$ cat src/rtl/sparse_weight_csr_encoder_pkg.sv
// Shared sizes, derived widths and types for the sparse-weight CSR encoder.
// Optional magnitude pruning is enabled by defining WCSR_PRUNE_EN.
package wcsr_pkg;

  localparam int W_R     = 3;
  localparam int W_S     = 3;
  localparam int W_K     = 4;
  localparam int DATA_W  = 8;
  localparam int MAX_NNZ = 16;

  // Index width that stays at least 1 bit for degenerate (size 1) dimensions.
  function automatic int idx_bw(input int n);
    return (n <= 1) ? 1 : $clog2(n);
  endfunction

  localparam int R_BW   = idx_bw(W_R);
  localparam int K_BW   = idx_bw(W_K);
  localparam int S_BW   = idx_bw(W_S);
  localparam int PTR_BW = $clog2(MAX_NNZ) + 1;

  typedef enum logic [1:0] {S_IDLE, S_SCAN, S_DONE} state_t;

  typedef struct packed {
    logic [DATA_W-1:0] val;
    logic [R_BW-1:0]   r;
    logic [K_BW-1:0]   k;
  } entry_t;

endpackage

$ cat src/rtl/sparse_weight_csr_encoder_scan_counter.sv
// Nested k (inner) / r / s (outer) scan position counters for one weight tile.
// Flags are combinational on the current position so the top can act on the beat in flight.
module wcsr_scan_counter
  import wcsr_pkg::*;
(
  input  logic            i_clk,
  input  logic            i_rst_n,
  input  logic            i_clear,
  input  logic            i_inc,
  output logic [S_BW-1:0] o_s,
  output logic [R_BW-1:0] o_r,
  output logic [K_BW-1:0] o_k,
  output logic            o_col_end,
  output logic            o_tile_end
);

  logic [S_BW-1:0] r_s;
  logic [R_BW-1:0] r_r;
  logic [K_BW-1:0] r_k;
  logic            w_k_end, w_r_end, w_s_end;

  assign w_k_end = (r_k == K_BW'(W_K - 1));
  assign w_r_end = (r_r == R_BW'(W_R - 1));
  assign w_s_end = (r_s == S_BW'(W_S - 1));

  always_ff @(posedge i_clk or negedge i_rst_n) begin
    if (!i_rst_n) begin
      r_s <= '0;
      r_r <= '0;
      r_k <= '0;
    end else if (i_clear) begin
      r_s <= '0;
      r_r <= '0;
      r_k <= '0;
    end else if (i_inc) begin
      if (w_k_end) begin
        r_k <= '0;
        if (w_r_end) begin
          r_r <= '0;
          r_s <= w_s_end ? '0 : r_s + 1'b1;
        end else begin
          r_r <= r_r + 1'b1;
        end
      end else begin
        r_k <= r_k + 1'b1;
      end
    end
  end

  assign o_s        = r_s;
  assign o_r        = r_r;
  assign o_k        = r_k;
  assign o_col_end  = w_k_end & w_r_end;
  assign o_tile_end = w_k_end & w_r_end & w_s_end;

endmodule

$ cat src/rtl/sparse_weight_csr_encoder.sv
// Dense weight tile -> column-pointer sparse form {val, r, k} plus per-column ptr array.
// Define WCSR_PRUNE_EN to add i_thresh and treat |i_data| <= i_thresh as zero.
module sparse_weight_csr_encoder
  import wcsr_pkg::*;
(
  input  logic                               i_clk,
  input  logic                               i_rst_n,
  input  logic                               i_start,
  input  logic                               i_valid,
  input  logic [DATA_W-1:0]                  i_data,
`ifdef WCSR_PRUNE_EN
  input  logic [DATA_W-2:0]                  i_thresh,
`endif
  output logic                               o_ready,
  output logic [MAX_NNZ-1:0][DATA_W-1:0]     o_val,
  output logic [MAX_NNZ-1:0][R_BW-1:0]       o_r,
  output logic [MAX_NNZ-1:0][K_BW-1:0]       o_k,
  output logic [W_S:0][PTR_BW-1:0]           o_ptr,
  output logic [PTR_BW-1:0]                  o_nnz,
  output logic                               o_done,
  output logic                               o_overflow
);

  state_t                             r_state, w_state_nxt;
  logic                               r_ready;
  logic [MAX_NNZ-1:0][DATA_W-1:0]     r_val;
  logic [MAX_NNZ-1:0][R_BW-1:0]       r_r;
  logic [MAX_NNZ-1:0][K_BW-1:0]       r_k;
  logic [W_S:0][PTR_BW-1:0]           r_ptr;
  logic [PTR_BW-1:0]                  r_nnz;
  logic                               r_ovf;

  logic            w_start_acc, w_acc, w_nz, w_full, w_store, w_done, w_ready_nxt;
  logic [PTR_BW-1:0] w_nnz_nxt;
  logic [S_BW-1:0] w_s;
  logic [R_BW-1:0] w_r;
  logic [K_BW-1:0] w_k;
  logic            w_col_end, w_tile_end;
  entry_t          w_entry;

  assign w_start_acc = (r_state == S_IDLE) & i_start;
  assign w_acc       = i_valid & r_ready;

  wcsr_scan_counter u_cnt (
    .i_clk      (i_clk),
    .i_rst_n    (i_rst_n),
    .i_clear    (w_start_acc),
    .i_inc      (w_acc),
    .o_s        (w_s),
    .o_r        (w_r),
    .o_k        (w_k),
    .o_col_end  (w_col_end),
    .o_tile_end (w_tile_end)
  );

`ifdef WCSR_PRUNE_EN
  // Most-negative input has no positive twin; clamp its magnitude to the max positive.
  logic [DATA_W-1:0] w_mag;
  always_comb begin
    w_mag = i_data;
    if (i_data[DATA_W-1])
      w_mag = (i_data == {1'b1, {(DATA_W-1){1'b0}}}) ? {1'b0, {(DATA_W-1){1'b1}}}
                                                    : (~i_data + 1'b1);
  end
  assign w_nz = (w_mag > {1'b0, i_thresh});
`else
  assign w_nz = |i_data;
`endif

  assign w_full    = (r_nnz == PTR_BW'(MAX_NNZ));
  assign w_store   = w_acc & w_nz & ~w_full;
  assign w_nnz_nxt = r_nnz + PTR_BW'(w_store);
  assign w_entry   = '{val: i_data, r: w_r, k: w_k};

  // State register
  always_ff @(posedge i_clk or negedge i_rst_n) begin
    if (!i_rst_n) begin
      r_state <= S_IDLE;
      r_ready <= 1'b0;
    end else begin
      r_state <= w_state_nxt;
      r_ready <= w_ready_nxt;
    end
  end

  // Next-state logic
  always_comb begin
    w_state_nxt = r_state;
    case (r_state)
      S_IDLE:  if (i_start)               w_state_nxt = S_SCAN;
      S_SCAN:  if (w_acc && w_tile_end)   w_state_nxt = S_DONE;
      S_DONE:                             w_state_nxt = S_IDLE;
      default:                            w_state_nxt = S_IDLE;
    endcase
  end

  // Output decode; ready is registered so it tracks the state one-for-one
  always_comb begin
    w_done      = (r_state == S_DONE);
    w_ready_nxt = (w_state_nxt == S_SCAN);
  end

  always_ff @(posedge i_clk or negedge i_rst_n) begin
    if (!i_rst_n) begin
      r_val <= '0;
      r_r   <= '0;
      r_k   <= '0;
      r_ptr <= '0;
      r_nnz <= '0;
      r_ovf <= 1'b0;
    end else if (w_start_acc) begin
      r_ptr <= '0;
      r_nnz <= '0;
      r_ovf <= 1'b0;
    end else if (w_acc) begin
      for (int j = 0; j < MAX_NNZ; j++) begin
        if (w_store && r_nnz == PTR_BW'(j)) begin
          r_val[j] <= w_entry.val;
          r_r[j]   <= w_entry.r;
          r_k[j]   <= w_entry.k;
        end
      end
      r_nnz <= w_nnz_nxt;
      if (w_nz && w_full) r_ovf <= 1'b1;
      // Column boundary uses the post-beat count so a column-final nonzero lands in its own column.
      if (w_col_end) begin
        for (int c = 0; c < W_S; c++)
          if (w_s == S_BW'(c)) r_ptr[c+1] <= w_nnz_nxt;
      end
    end
  end

  assign o_ready    = r_ready;
  assign o_val      = r_val;
  assign o_r        = r_r;
  assign o_k        = r_k;
  assign o_ptr      = r_ptr;
  assign o_nnz      = r_nnz;
  assign o_done     = w_done;
  assign o_overflow = r_ovf;

endmodule

$ cat config.mk
export PLATFORM = sky130hd
export DESIGN_NAME = sparse_weight_csr_encoder
export DESIGN_NICKNAME = d
export VERILOG_FILES = /design/src/rtl/sparse_weight_csr_encoder_pkg.sv /design/src/rtl/sparse_weight_csr_encoder_scan_counter.sv /design/src/rtl/sparse_weight_csr_encoder.sv
export SDC_FILE = /design/constraint.sdc
export NUM_CORES = 1
export LEC_CHECK = 0
export CAP_MARGIN = 20
export CORE_ASPECT_RATIO = 0.75
export CORE_MARGIN = 2
export CORE_UTILIZATION = 44
export DETAILED_ROUTE_END_ITERATION = 12
export GPL_TIMING_DRIVEN = 0
export PLACE_DENSITY = 0.73
export SLEW_MARGIN = 10
export SYNTH_ARGS = -nofsm -noshare
export SYNTH_HDL_FRONTEND = slang
export SYNTH_SLANG_ARGS = --single-unit
$ cat constraint.sdc
create_clock -name i_clk -period 1.9 [get_ports i_clk]
set_input_delay 0.19 -clock i_clk [delete_from_list [all_inputs] [get_ports i_clk]]
set_output_delay 0.19 -clock i_clk [all_outputs]
set_load 0.005 [all_outputs]
==> metrics <==
critical path endpoint=o_k[31]$_DFFE_PN0P_; P per Cell Area=1278 nW/um^2; HP Class=in -> async; leading cell types in the layout, fill and taps excluded=clkdlybuf4s50_1, dfrtp_1, mux2_2; Clock power frac=0.269; chip height=126.8 um; die area=21270 um^2; Crit. Startpoint=o_nnz[4]$_DFFE_PN0N_; I/O pins=232; Routed Antenna Nets=0; first-pass GRT wire length=37050 um; Clock Latency Late Sink=0.52 ns; clk buf depth=3; CTS root buf=clkbuf_16; CTS H-tree lvls=1; P_sw=4.660 mW; largest net degree at the start of global routing=117; vias per cell=5.235; synth unique cells=35; Lkg Pwr=6.091 nW; fin crit share=1.032; Initial Utilization=0.4527; Worst EP arrival=2.35 ns; unrepaired setup endpoints after global routing=true; Worst Skew=0.01259 ns; vias in the first global route=6294; crit path kind=reg -> reg; Reg-to-Reg End=o_k[31]$_DFFE_PN0P_; TritonCTS clock tree=built; multi-input logic area=3257 um^2; Die Wd=167.7 um; Sequential cell area=5563 um^2; failing checks=setup timing; Antenna diodes=0; Setup-failing EPs final=8; peak supply drop=0.8330 mV; aggregate global routing overflow=0; post-DP HPWL=16100 um; PortBufs=226; vias after detailed routing=6036; Slew HR=0.5664; total CTS buffers=23; placed cell area=11500 um^2; YS warnings=0; Nets=900; CP endpoint kind=flip-flop; setup ws final=-0.06016 ns; design area=12950 um^2; CP Launch Type=flip-flop; Core Footprint=19540 um^2; worst slew pin tran=0.6505 ns; Worst R2R Path Depth=5; row count=44; switching power share of the total=0.2816; Sequential Power Share=0.404; initial antenna violation count=0; CP required=2.29 ns; Max Cap Violations=0; Num Clock Sinks=222; logic gate share of total power=0.327; Synth Instances=580; fraction of layout cells with a size suffix above 1=0.3900; post-synthesis sequential area ratio=0.6279; Routability Congestion=0.7715; drt pass-1 iters=4; Slew Limit Fails=0; Crit Path Max Fanout=9; R2R Setup Slk=-0.06 ns; GRT Total Usage=0.2245; # DRC=0; WL/cell=21.54 um; Yosys reg bits=222; post-synthesis area per instance=15.25 um^2; Iteration-0 DRC Markers=335; Syn-to-layout area delta=46.33%; clock slew at reported path FFs=0.06 ns; Max Fclk=510.2 MHz; Int Power=11.89 mW; origin of the critical flop-to-flop path=o_nnz[4]$_DFFE_PN0N_; fill cell count=1369; post-route minimum period=1.960 ns; Setup TNS=-0.2771 ns; synthesized area=8847 um^2; final hold violations=0; status=finished, violations left; final WL=24830 um
[synth_stat cells]
cell type / instances / share of area
and2_1: 1 / 0.00071
and4b_1: 1 / 0.0011
xor2_1: 2 / 0.0020
nor4_1: 2 / 0.0014
clkbuf_1: 20 / 0.0085
a31oi_1: 1 / 0.00071
and3_1: 1 / 0.00071
nor3_4: 9 / 0.017
nor2b_1: 2 / 0.0014
mux2_2: 191 / 0.24
mux2i_1: 15 / 0.017
ha_1: 3 / 0.0042
nand2_1: 19 / 0.0081
a211oi_2: 1 / 0.0014
buf_12: 1 / 0.0023
o21ai_0: 2 / 0.0011
nor3b_1: 2 / 0.0017
nand3_1: 7 / 0.0040
nor2_1: 23 / 0.0098
nand4b_1: 5 / 0.0049
buf_4: 10 / 0.0085
dfrtp_1: 222 / 0.63
a31o_2: 2 / 0.0020
nand4_1: 2 / 0.0014
a21oi_1: 10 / 0.0057
inv_1: 1 / 0.00042
buf_6: 9 / 0.011
nand2b_1: 2 / 0.0014
mux2_4: 1 / 0.0017
a211o_1: 1 / 0.00099
or3_1: 3 / 0.0021
xnor2_1: 2 / 0.0020
nor3_1: 3 / 0.0017
buf_2: 3 / 0.0017
conb_1: 1 / 0.00042
[worst max-delay path, stage by stage (launching register included)]
cell and delay (ns):
dfrtp_2 0.44, a211o_1 0.32, buf_12 0.17, nor3_4 0.35, buf_6 0.21, mux2_2 0.35
[layer usage]
metal | routed length [um] | global-route usage | up-vias | part of all wire
li1 | - | - | 2634 | -
met3 | 2322 | 0.08144 | 36 | 0.094
met5 | 0 | 0 | - | 0
met4 | 421 | 0.05269 | 0 | 0.017
met1 | 10690 | 0.2967 | 3146 | 0.43
met2 | 11400 | 0.3573 | 220 | 0.46
[kinds of logic (layout without fill, tap and decap cells)]
family,count (synthesis),count (layout),share of synthesized area
flops,222,222,0.6279
buf+inv,44,360,0.03281
fa+ha+maj,3,3,0.004243
other cells,1,5,0.0004239
compound gates,17,17,0.01188
xor+xnor,4,4,0.003961
mux,207,207,0.2618
simple gates,82,82,0.05699
[layout make-up]
class	count	area share
Buffer	42	0.02725
Clock buffer	33	0.05122
Clock inverter	7	0.006089
Inverter	1	0.0002899
Multi-Input combinational cell	318	0.2516
Sequential cell	222	0.4297
Tap cell	253	0.02445
Timing Repair Buffer	277	0.2094
[timing repair]
action	4_1_cts	5_1_grt
gates resized for setup	44	60
hold endpoints to repair	120	0
setup buffers	14	28
cloned	3	3
endpoints found under the setup margin	216	174
hold buffers	1	0
pin swaps	8	14
[stage by stage]
stage	worst slack (ns)	utilization	instances	hold WS, ns	power (mW)
3_5_place_dp	-1.227	0.5886	1065	-0.01958	11.70
3_3_place_gp	-8.082	0.5855	1063	0.4451	11.53
5_1_grt	-0.09011	0.6624	1153	0.04529	17.34
4_1_cts	-0.02176	0.6407	1123	0.03239	16.35
6_report	-0.06016	0.6624	1153	0.04639	16.55
2_1_floorplan	0.03225	-	584	-0.1056	8.465
[registers in the layout, indices dropped and copies added (netlist names), 2 cells and up]
name,count
o_ptr,15
u_cnt.o_s,2
o_nnz,5
u_cnt.o_k,2
o_val,128
o_r,32
u_cnt.o_r,2
r_state,2
o_k,32
[power by group through the flow]
| stage | Clock [mW] | Combinational (mW) | Sequential (mW) |
|---|---|---|---|
| finish | 4.45 | 5.41 | 6.68 |
| CTS | 4.54 | 5.11 | 6.70 |
| floorplan | 0 | 1.75 | 6.71 |
| global placement | 0 | 4.86 | 6.67 |
| global route | 4.74 | 5.77 | 6.83 |
| detailed placement | 0 | 4.95 | 6.74 |
[worst min-delay path by stage]
stage / depth (start not counted) / slack (ns) / end / from
6_report: 2 / 0.05 / o_ptr[13]$_DFFE_PN0P_ / i_rst_n
5_1_grt: 2 / 0.05 / o_ptr[8]$_DFFE_PN0P_ / i_rst_n
4_1_cts: 2 / 0.03 / o_ptr[7]$_DFFE_PN0P_ / i_rst_n
3_5_place_dp: 1 / -0.02 / o_ptr[8]$_DFFE_PN0P_ / i_rst_n
3_3_place_gp: 1 / 0.45 / r_state[1]$_DFF_PN0_ / r_state[1]$_DFF_PN0_
2_1_floorplan: 0 / -0.11 / o_k[0]$_DFFE_PN0P_ / i_rst_n
(Power assumes the default switching activity.)
